## config.mk

```make
export PLATFORM = sky130hd
export DESIGN_NAME = pipeline_hazard_ctrl
export DESIGN_NICKNAME = d
export VERILOG_FILES = /design/src/rtl/pipeline_hazard_ctrl.sv
export SDC_FILE = /design/constraint.sdc
export NUM_CORES = 1
export LEC_CHECK = 0
export BUFFER_PORTS_ARGS = -buffer_cell sky130_fd_sc_hd__buf_4
export CORE_UTILIZATION = 55
export CTS_BUF_LIST = sky130_fd_sc_hd__clkbuf_4 sky130_fd_sc_hd__clkbuf_8 sky130_fd_sc_hd__clkbuf_16
export CTS_CLUSTER_DIAMETER = 120
export DETAILED_ROUTE_END_ITERATION = 16
export PLACE_DENSITY = 0.93
export SYNTH_ARGS = -nofsm -noshare
export SYNTH_HDL_FRONTEND = slang
export SYNTH_SLANG_ARGS = --single-unit
export TNS_END_PERCENT = 30
```

## constraint.sdc

```tcl
create_clock -name clk_i -period 5.3 [get_ports clk_i]
set_clock_uncertainty 0.2 [all_clocks]
set_input_delay 0 -clock clk_i [delete_from_list [all_inputs] [get_ports clk_i]]
set_output_delay 0 -clock clk_i [all_outputs]
set_load 0.01 [all_outputs]
```

## src/rtl/pipeline_hazard_ctrl.sv

```systemverilog
// Hazard and sequencing controller for a 5-stage pipeline.
// It handles the power-up start hold, load-use bubbles, branch squashes, memory-busy freezes and perf counters.
module pipeline_hazard_ctrl #(
  parameter int INIT_CYCLES = 2,
  parameter int CNT_W       = 16
) (
  input  logic             clk_i,
  input  logic             rst_i,
  input  logic [4:0]       id_rs_i,
  input  logic [4:0]       id_rt_i,
  input  logic             id_uses_rt_i,
  input  logic             ex_memread_i,
  input  logic [4:0]       ex_rt_i,
  input  logic             branch_taken_i,
  input  logic             mem_busy_i,
  output logic             start_o,
  output logic             pc_write_o,
  output logic             if_id_write_o,
  output logic             if_id_flush_o,
  output logic             id_ex_flush_o,
  output logic             stall_o,
  output logic [CNT_W-1:0] stall_cnt_o,
  output logic [CNT_W-1:0] flush_cnt_o
);

  localparam int INIT_W = (INIT_CYCLES > 1) ? $clog2(INIT_CYCLES) : 1;
  localparam logic [INIT_W-1:0] INIT_LOAD = INIT_W'(INIT_CYCLES - 1);
  localparam logic [CNT_W-1:0]  CNT_MAX   = {CNT_W{1'b1}};

  typedef enum logic [1:0] {INIT, RUN, FREEZE} state_t;

  state_t            state_reg, state_next;
  logic [INIT_W-1:0] init_cnt_reg, init_cnt_next;
  logic              pend_flush_reg, pend_flush_next;
  logic [CNT_W-1:0]  stall_cnt_reg, flush_cnt_reg;
  logic              stall_inc, flush_inc;
  logic              load_use, branch_eff;

  assign load_use = ex_memread_i && (ex_rt_i != 5'd0) &&
                    ((ex_rt_i == id_rs_i) || (id_uses_rt_i && (ex_rt_i == id_rt_i)));

  // A branch seen while frozen is replayed on the first non-busy cycle.
  assign branch_eff = branch_taken_i || ((state_reg == FREEZE) && pend_flush_reg);

  always_comb begin
    state_next      = state_reg;
    init_cnt_next   = init_cnt_reg;
    pend_flush_next = pend_flush_reg;
    stall_inc       = 1'b0;
    flush_inc       = 1'b0;
    start_o         = 1'b0;
    pc_write_o      = 1'b0;
    if_id_write_o   = 1'b0;
    if_id_flush_o   = 1'b1;
    id_ex_flush_o   = 1'b1;
    stall_o         = 1'b1;

    case (state_reg)
      INIT: begin
        if (init_cnt_reg == '0) state_next = RUN;
        else                    init_cnt_next = init_cnt_reg - INIT_W'(1);
      end
      RUN, FREEZE: begin
        start_o = 1'b1;
        if (mem_busy_i) begin
          if_id_flush_o   = 1'b0;
          id_ex_flush_o   = 1'b0;
          state_next      = FREEZE;
          pend_flush_next = ((state_reg == FREEZE) && pend_flush_reg) || branch_taken_i;
          stall_inc       = 1'b1;
        end else begin
          state_next      = RUN;
          pend_flush_next = 1'b0;
          stall_o         = 1'b0;
          if (branch_eff) begin
            pc_write_o    = 1'b1;
            if_id_write_o = 1'b1;
            flush_inc     = 1'b1;
          end else if (load_use) begin
            if_id_flush_o = 1'b0;
            stall_inc     = 1'b1;
          end else begin
            pc_write_o    = 1'b1;
            if_id_write_o = 1'b1;
            if_id_flush_o = 1'b0;
            id_ex_flush_o = 1'b0;
          end
        end
      end
      default: state_next = INIT;
    endcase
  end

  always_ff @(posedge clk_i or posedge rst_i) begin
    if (rst_i) begin
      state_reg      <= INIT;
      init_cnt_reg   <= INIT_LOAD;
      pend_flush_reg <= 1'b0;
      stall_cnt_reg  <= '0;
      flush_cnt_reg  <= '0;
    end else begin
      state_reg      <= state_next;
      init_cnt_reg   <= init_cnt_next;
      pend_flush_reg <= pend_flush_next;
      if (stall_inc && (stall_cnt_reg != CNT_MAX)) stall_cnt_reg <= stall_cnt_reg + CNT_W'(1);
      if (flush_inc && (flush_cnt_reg != CNT_MAX)) flush_cnt_reg <= flush_cnt_reg + CNT_W'(1);
    end
  end

  assign stall_cnt_o = stall_cnt_reg;
  assign flush_cnt_o = flush_cnt_reg;

endmodule

```

Word-level counts from Yosys, hierarchy flattened
Cells that the tools add are included.
{"block": "word_totals", "out_inout_bits": 38, "ff_bits": 36, "input_bits": 21, "word_cells": 49}
{"block": "classes", "eq_ne": 7, "reduce_logical": 11, "n_addsub": 3, "muxes": 23}
{"cell": "$add A16 B1 Y16 const B", "count": 2}
{"cell": "$ne A16 B16 Y1 const B", "count": 2}
{"cell": "$mux W1", "count": 20}
{"cell": "$eq A5 B5 Y1", "count": 2}
{"cell": "$logic_and A1 B1 Y1", "count": 6}
{"cell": "$reduce_bool A5 Y1", "count": 1}
{"cell": "$mux W2", "count": 2}
{"cell": "$pmux W2 S2", "count": 1}
{"cell": "$eq A2 B1 Y1 const B", "count": 1}
{"cell": "$eq A2 B2 Y1 const B", "count": 1}
{"cell": "$logic_not A2 Y1", "count": 1}
{"cell": "$logic_or A1 B1 Y1", "count": 2}
{"cell": "$ne A2 B2 Y1 const B", "count": 1}
{"cell": "$reduce_or A2 Y1", "count": 1}
{"cell": "$sub A1 B1 Y1 const B", "count": 1}

Logic depth before layout (Yosys ltp)
Gate-level depths: netlist of run 1.
{"block": "logic_depth", "ltp_word": 9, "depth_mapped": 8, "mapped_depth_nobuf": 8}

Least setup slack after synthesis of run 1
No wires, ideal clock.
{"block": "synth_timing", "path_type": "register -> register", "startpoint": "reg state_reg[1]", "endpoint": "reg flush_cnt_reg[15] (netlist: flush_cnt_o[15])", "path_buffers": 0, "t_required_ns": 4.975, "t_arrival_ns": 1.943, "setup_ns": 0.125, "period_less_slack_ns": 2.269, "stages_incl_launch_ff": 8, "path_slack_ns": 3.031, "cell_sequence": "dfrtp_1 inv_1 ha_1 nand2b_1 a211o_4 nor4_4 nand4_1 xnor2_1"}
{"block": "synth_via", "elab_chain_len": 7, "elab_cells_between_ends": 9, "classes_between": "2 x eq/ne; 3 x mux; 4 x reduce/logical"}
{"item": "start: declaration", "line_no": "32", "text": "state_t state_reg, state_next;"}
{"item": "start signal: assignment", "line_no": "102", "text": "state_reg <= state_next;"}
{"item": "$eq A2 B2 Y1", "line_no": "43, 58"}
{"item": "$logic_and A1 B1 Y1", "line_no": "43", "text": "assign branch_eff = branch_taken_i || ((state_reg == FREEZE) && pend_flush_reg);"}
{"item": "$logic_or A1 B1 Y1", "line_no": "43"}
{"item": "$mux W1", "line_no": "75", "text": "if (branch_eff) begin"}
{"item": "$mux W1", "line_no": "65", "text": "if (mem_busy_i) begin"}
{"item": "$mux W1 *", "line_no": "58", "text": "case (state_reg)"}
{"item": "$logic_and A1 B1 Y1 *", "line_no": "106", "text": "if (flush_inc && (flush_cnt_reg != CNT_MAX)) flush_cnt_reg <= flush_cnt_reg + CNT_W'(1);"}
{"item": "end signal: assignment", "line_no": "106"}
{"item": "end: declaration", "line_no": "35", "text": "logic [CNT_W-1:0] stall_cnt_reg, flush_cnt_reg;"}
Every way passes the cells marked *; elsewhere a longest branch is shown, timed or not.
A chain may end at the register's enable or synchronous reset.

Worst setup path in the final report of run 1
Ends and elaborated chain as after synthesis.

==> flow_metrics.py, run 1 <==
metrics = {
    "sta": {
        "final.period_utilization_pct": 46.73,
        "worst_pin_slew_ns": 0.6101,
        "setup_viol_count_final": 0,
        "worst_slack_ns": 2.823,
        "slew_viol_final": 0,
        "slew_headroom_pct": 59.33,
        "rsz0062_at_grt": "false",
        "fmax_mhz": 403.7,
        "setup_tns_ns": 0,
        "post-route-min-period_ns": 2.477,
        "hold_viol": 0,
    },
    "logic_synthesis": {
        "netlist.area_leader.share_pct": 45.45,
        "synth_edf_count": 0,
        "syn_nets": 203,
        "ys_seq_elements": 36,
        "syn_area_per_cell_um2": 10.89,
        "synthDistinctLibCells": 44,
        "synth_ff_type": "dfrtp_1",
        "synth_largest_area_cell": "dfrtp_1",
        "synth_area_um2": 1927,
        "synth_area_leaders": "dfrtp_1, xnor2_1, xor2_1",
        "ys_async_sr_fraction_pct": 100.0,
        "netlist_instances": 177,
        "seq_area_frac_synth_pct": 46.82,
        "synth_warnings": 0,
    },
    "run": {
        "maxCapViolations": 0,
    },
    "detailed_routing": {
        "wirelength_um": 4375,
        "wl_per_cell_um": 14.93,
        "drc": 0,
        "drt_iter0_markers": 81,
        "via_per_inst": 5.437,
        "vias": 1593,
        "firstDrtPassIters": 5,
        "antenna_left": 0,
    },
    "floorplan": {
        "ios": 59,
        "dieArea_um2": 3744,
        "core_area_um2": 3337,
        "die_w_um": 61.19,
        "start_util_pct": 57.74,
        "dieHeight_um": 61.19,
        "num_rows": 21,
    },
    "power_and_ir_drop": {
        "p_total_w": 0.0009636,
        "ir_drop_mv": 0.2685,
        "leakagePower_nw": 1.222,
        "p_per_area_nw_per_um2": 379.4,
    },
    "critical_path": {
        "critPathMaxFanout": 8,
        "cp.required_ns": 5.34,
        "worst_setup_path_end_kind": "flop",
        "path_class": "reg -> reg",
        "crit_arrival_ns": 2.52,
        "worstReg2RegStart": "state_reg[1]",
        "startpoint_type": "flop",
        "critPathLaunch": "state_reg[1]",
    },
    "finish": {
        "final_layout_size_suffix_gt1_share_pct": 32.79,
        "diodes": 0,
        "fin_nets": 272,
        "area_growth_pct": 31.82,
    },
    "clocking": {
        "clk_latency_ns": 0.35,
        "cts.sinks": 36,
        "htreeDepth": 2,
        "ctsResizeCount": 0,
        "cts_root_buf": "clkbuf_4",
        "cts_tree": "built",
        "clk_pin_slew_ns": 0.12,
        "numCtsBuffers": 5,
        "cts_buffer_depth": 2,
    },
    "min_path": {
        "min_path_type": "in -> async",
    },
    "grt": {
        "antenna_found_initial": 0,
        "grt_pass1_vias": 1530,
        "track_usage_pct": 25.00,
        "grt_overflow": 0,
        "grt_max_degree": 37,
        "grt_pass1_wl_um": 6768,
    },
    "place": {
        "io_buffers": 58,
        "pre_cts_slack_ns": 2.920,
        "gp_congestion": 0.8012,
        "hpwl_um": 3104,
    },
    "status": {
        "outcome": "complete, no violations",
    },
}
## metal layers
metal	vias to the layer above	routed length [µm]	GRT usage, %
li1	764	-	-
met1	786	2002	33.29
met2	36	2171	39.91
met3	7	137	5.882
met4	0	64	9.416
met5	-	0	0
## final cells by class
type | instances | area [µm²]
Clock buffer | 6 | 45.04
Sequential cell | 36 | 902.1
Multi-Input combinational cell | 135 | 998.5
Clock inverter | 2 | 35.03
Timing Repair Buffer | 63 | 483.0
Tap cell | 46 | 57.56
Fill cell | 229 | 797.0
Inverter | 5 | 18.77
## logic make-up (layout without fill, tap and decap cells)
kind of cell,count (synthesis),after routing,synth area share [%]
buf+inv,6,76,1.364
flops,36,36,46.82
compound gates,19,19,8.247
xor+xnor,39,39,17.73
simple gates,68,68,20.39
fa+ha+maj,5,5,3.247
mux,4,4,2.208
## through the flow
step | area (µm²) | utilization [%] | cells | hold slack, ns
finish | 2540 | 76.12 | 293 | 0.1096
detailed placement | 2420 | 72.52 | 281 | -0.06428
global placement | 2420 | 72.52 | 281 | -0.06994
floorplan | 1927 | - | 177 | -0.07001
CTS | 2540 | 76.12 | 293 | 0.1065
global route | 2540 | 76.12 | 293 | 0.1478
## path summary, 6_finish.rpt
path	cells after the start	to	slack [ns]
min in group clk_i	5	stall_cnt_o[12]	0.11
hold / removal	4	flush_cnt_o[8]	0.11
hold reg to reg	1	stall_cnt_o[3]	0.30
setup / recovery	7	flush_cnt_o[15]	2.82
setup reg to reg	7	flush_cnt_o[15]	2.82
max in group asynchronous	4	init_cnt_reg	4.45
## critical path: stages, from the launching register on
cell and delay [ns]:
dfrtp_1 0.40, inv_1 0.08, ha_1 0.46, nand2b_1 0.20
a211o_4 0.34, nor4_4 0.35, nand4_1 0.18, xnor2_1 0.15
## where the power goes
| part | internal (W) | switching [W] | leakage, nW |
|---|---|---|---|
| Combinational | 0.000182 | 0.000204 | 0.697 |
| Clock | 0.000104 | 0.0000920 | 0.0456 |
| Sequential | 0.000325 | 0.0000567 | 0.480 |
| Total | 0.000611 | 0.000353 | 1.22 |
## cell usage in the layout (no fill, tap or decap), types with 4 or more instances in the layout
cell type      instances
nor2_1                 8
dlygate4sd3_1          4
dfrtp_1               35
clkbuf_4               6
nor3_1                 4
inv_1                  5
xor2_1                19
nand2_1               14
xnor2_1               20
ha_1                   5
buf_4                 59
nand4_1                7
nand3_1               16
## cell usage after synthesis (2+ instances only)
cell / count
dfrtp_1: 35
xnor2_1: 20
xor2_1: 19
nand3_1: 16
nand2_1: 14
nor2_1: 8
nand4_1: 7
ha_1: 5
inv_1: 5
nor3_1: 4
and3_1: 3
nor3_2: 3
a211oi_1: 2
mux2_1: 2
mux2i_1: 2
nand2b_1: 2
o2111ai_1: 2
o21ai_0: 2
## what timing repair did
action / CTS / global route
endpoints found under the hold margin: 40 / 0
setup buffers: 0 / 0
hold buffers: 4 / 0
No activity file was read; power rests on OpenSTA's default activity.
==> run 2, diff against run 1 <==
CORE_UTILIZATION = 46   (was 55)
PLACE_DENSITY = 0.84   (was 0.93)
clock period = 2.27 ns   (was 5.3 ns; I/O delays follow)
==> run 2 against run 1 <==
Effect of this change: worst setup slack lost 2.8 ns; via count grew 5.2%; die area grew 19%; combinational power grew to 2.7 times the previous value; hold slack gained 0.029 ns; clock power grew 140%; total power grew 150%; critical path type unchanged; largest cell class unchanged; largest power group unchanged.
==> flow_metrics.py, run 2 (same netlist as run 1, synthesis figures left out) <==
metrics = {
    "detailed_routing": {
        "antenna_left": 0,
        "drt_iter0_markers": 77,
        "wl_per_cell_um": 14.69,
        "drc": 0,
        "via_per_inst": 5.389,
        "firstDrtPassIters": 4,
        "vias": 1676,
        "wirelength_um": 4568,
    },
    "power_and_ir_drop": {
        "leakagePower_nw": 1.296,
        "ir_drop_mv": 0.6916,
        "p_int_w": 0.001522,
        "seqPwrFrac_pct": 37.2,
        "p_comb_share_pct": 43.0,
        "p_per_area_nw_per_um2": 889.3,
        "power_frac_clock_pct": 19.8,
        "switching_share_pct": 36.60,
        "net-switching-power_w": 0.0008789,
    },
    "clocking": {
        "clk_latency_ns": 0.30,
        "cts_root_buf": "clkbuf_8",
        "cts_tree": "built",
        "cts_buffer_depth": 2,
        "clk_pin_slew_ns": 0.07,
        "cts.sinks": 36,
        "htreeDepth": 2,
        "numCtsBuffers": 5,
    },
    "place": {
        "gp_congestion": 0.7812,
        "pre_cts_slack_ns": 0.01475,
        "io_buffers": 58,
        "hpwl_um": 3237,
        "place_area_um2": 2522,
    },
    "finish": {
        "final_layout_size_suffix_gt1_share_pct": 39.46,
        "area_growth_pct": 40.13,
        "fin_nets": 286,
        "final_cell_mix": "buf_4, dfrtp_1, xnor2_1",
        "final_util_pct": 67.50,
        "finish.instance_area_um2": 2700,
        "diodes": 0,
        "final_common_cell": "buf_4",
    },
    "critical_path": {
        "worst_setup_path_end_kind": "flop",
        "critPathMaxFanout": 6,
        "cp.required_ns": 2.25,
        "crit_arrival_ns": 2.19,
        "startpoint_type": "flop",
        "path_class": "reg -> reg",
    },
    "floorplan": {
        "num_rows": 23,
        "core_area_um2": 4000,
        "die_w_um": 66.72,
        "start_util_pct": 48.17,
        "dieHeight_um": 66.72,
        "ios": 59,
        "dieArea_um2": 4452,
    },
    "sta": {
        "final.period_utilization_pct": 97.04,
        "hold_viol": 0,
        "whs_ns": 0.1384,
        "fmax_mhz": 454.0,
        "post-route-min-period_ns": 2.203,
        "setup_viol_count_final": 0,
        "slew_headroom_pct": 70.07,
        "setup_tns_ns": 0,
        "rsz0062_at_grt": "true",
        "worst_pin_slew_ns": 0.4489,
        "worst_slack_ns": 0.06727,
        "slew_viol_final": 0,
    },
    "grt": {
        "track_usage_pct": 22.18,
        "grt_pass1_vias": 1590,
        "grt_overflow": 0,
        "grt_pass1_wl_um": 7231,
        "antenna_found_initial": 0,
        "grt_max_degree": 37,
    },
    "status": {
        "outcome": "complete, no violations",
    },
    "run": {
        "maxCapViolations": 0,
    },
    "min_path": {
        "min_path_type": "in -> reg",
    },
}
==> run 2: metal layers <==
| metal | part of all wire (%) | vias to the layer above | GRT usage (%) |
|---|---|---|---|
| met1 | 41 | 823 | 26.28 |
| met2 | 53 | 50 | 38.26 |
| met4 | 0.99 | 0 | 8.777 |
| li1 | - | 795 | - |
| met5 | 0 | - | 0 |
| met3 | 5.3 | 8 | 5.308 |
==> run 2: power groups by stage <==
stage / registers, W / clock network (W) / logic [W]
6_report: 0.000894 / 0.000476 / 0.00103
2_1_floorplan: 0.000918 / 0 / 0.000461
4_1_cts: 0.000886 / 0.000486 / 0.000979
5_1_grt: 0.000912 / 0.000509 / 0.00113
3_5_place_dp: 0.000895 / 0 / 0.000958
3_3_place_gp: 0.000889 / 0 / 0.000931
==> run 2: area by class of cell <==
cell class	count	area [µm²]
clock buffer	6	82.58
clock inverter	2	10.01
fill	319	1300
inverter	5	18.77
multi-input combinational	135	1037
sequential	36	903.4
tap	50	62.56
timing repair buffer	77	585.6
==> run 2: metrics by stage <==
step | instances | total power [W]
6_report | 311 | 0.002401
5_1_grt | 311 | 0.002555
4_1_cts | 309 | 0.002351
3_5_place_dp | 298 | 0.001853
3_3_place_gp | 298 | 0.001820
2_1_floorplan | 177 | 0.001379
==> run 2: what timing repair did <==
action,4_1_cts,5_1_grt
gates resized for setup,0,8
endpoints found under the hold margin,39,0
setup buffers,0,2
hold buffers,3,0
endpoints found under the setup margin,0,9
==> run 2: worst paths after layout <==
path | from | endpoint | slack, ns | depth (start not counted)
setup / recovery | state_reg[0] | flush_cnt_o[11] | 0.07 | 8
hold / removal | ex_memread_i | stall_cnt_o[8] | 0.14 | 6
setup reg to reg | state_reg[0] | flush_cnt_o[11] | 0.07 | 8
hold reg to reg | flush_cnt_o[8] | flush_cnt_o[8] | 0.29 | 1
max in group asynchronous | rst_i | stall_cnt_o[0] | 1.36 | 4
min in group asynchronous | rst_i | flush_cnt_o[12] | 0.16 | 4
==> run 2: worst max-delay path: stages, from the launching register on <==
cell     delay (ns)
dfrtp_1        0.39
inv_2          0.10
ha_1           0.16
a21oi_2        0.07
buf_4          0.15
a211o_4        0.34
nor4_4         0.36
nand3_1        0.17
xnor2_1        0.15
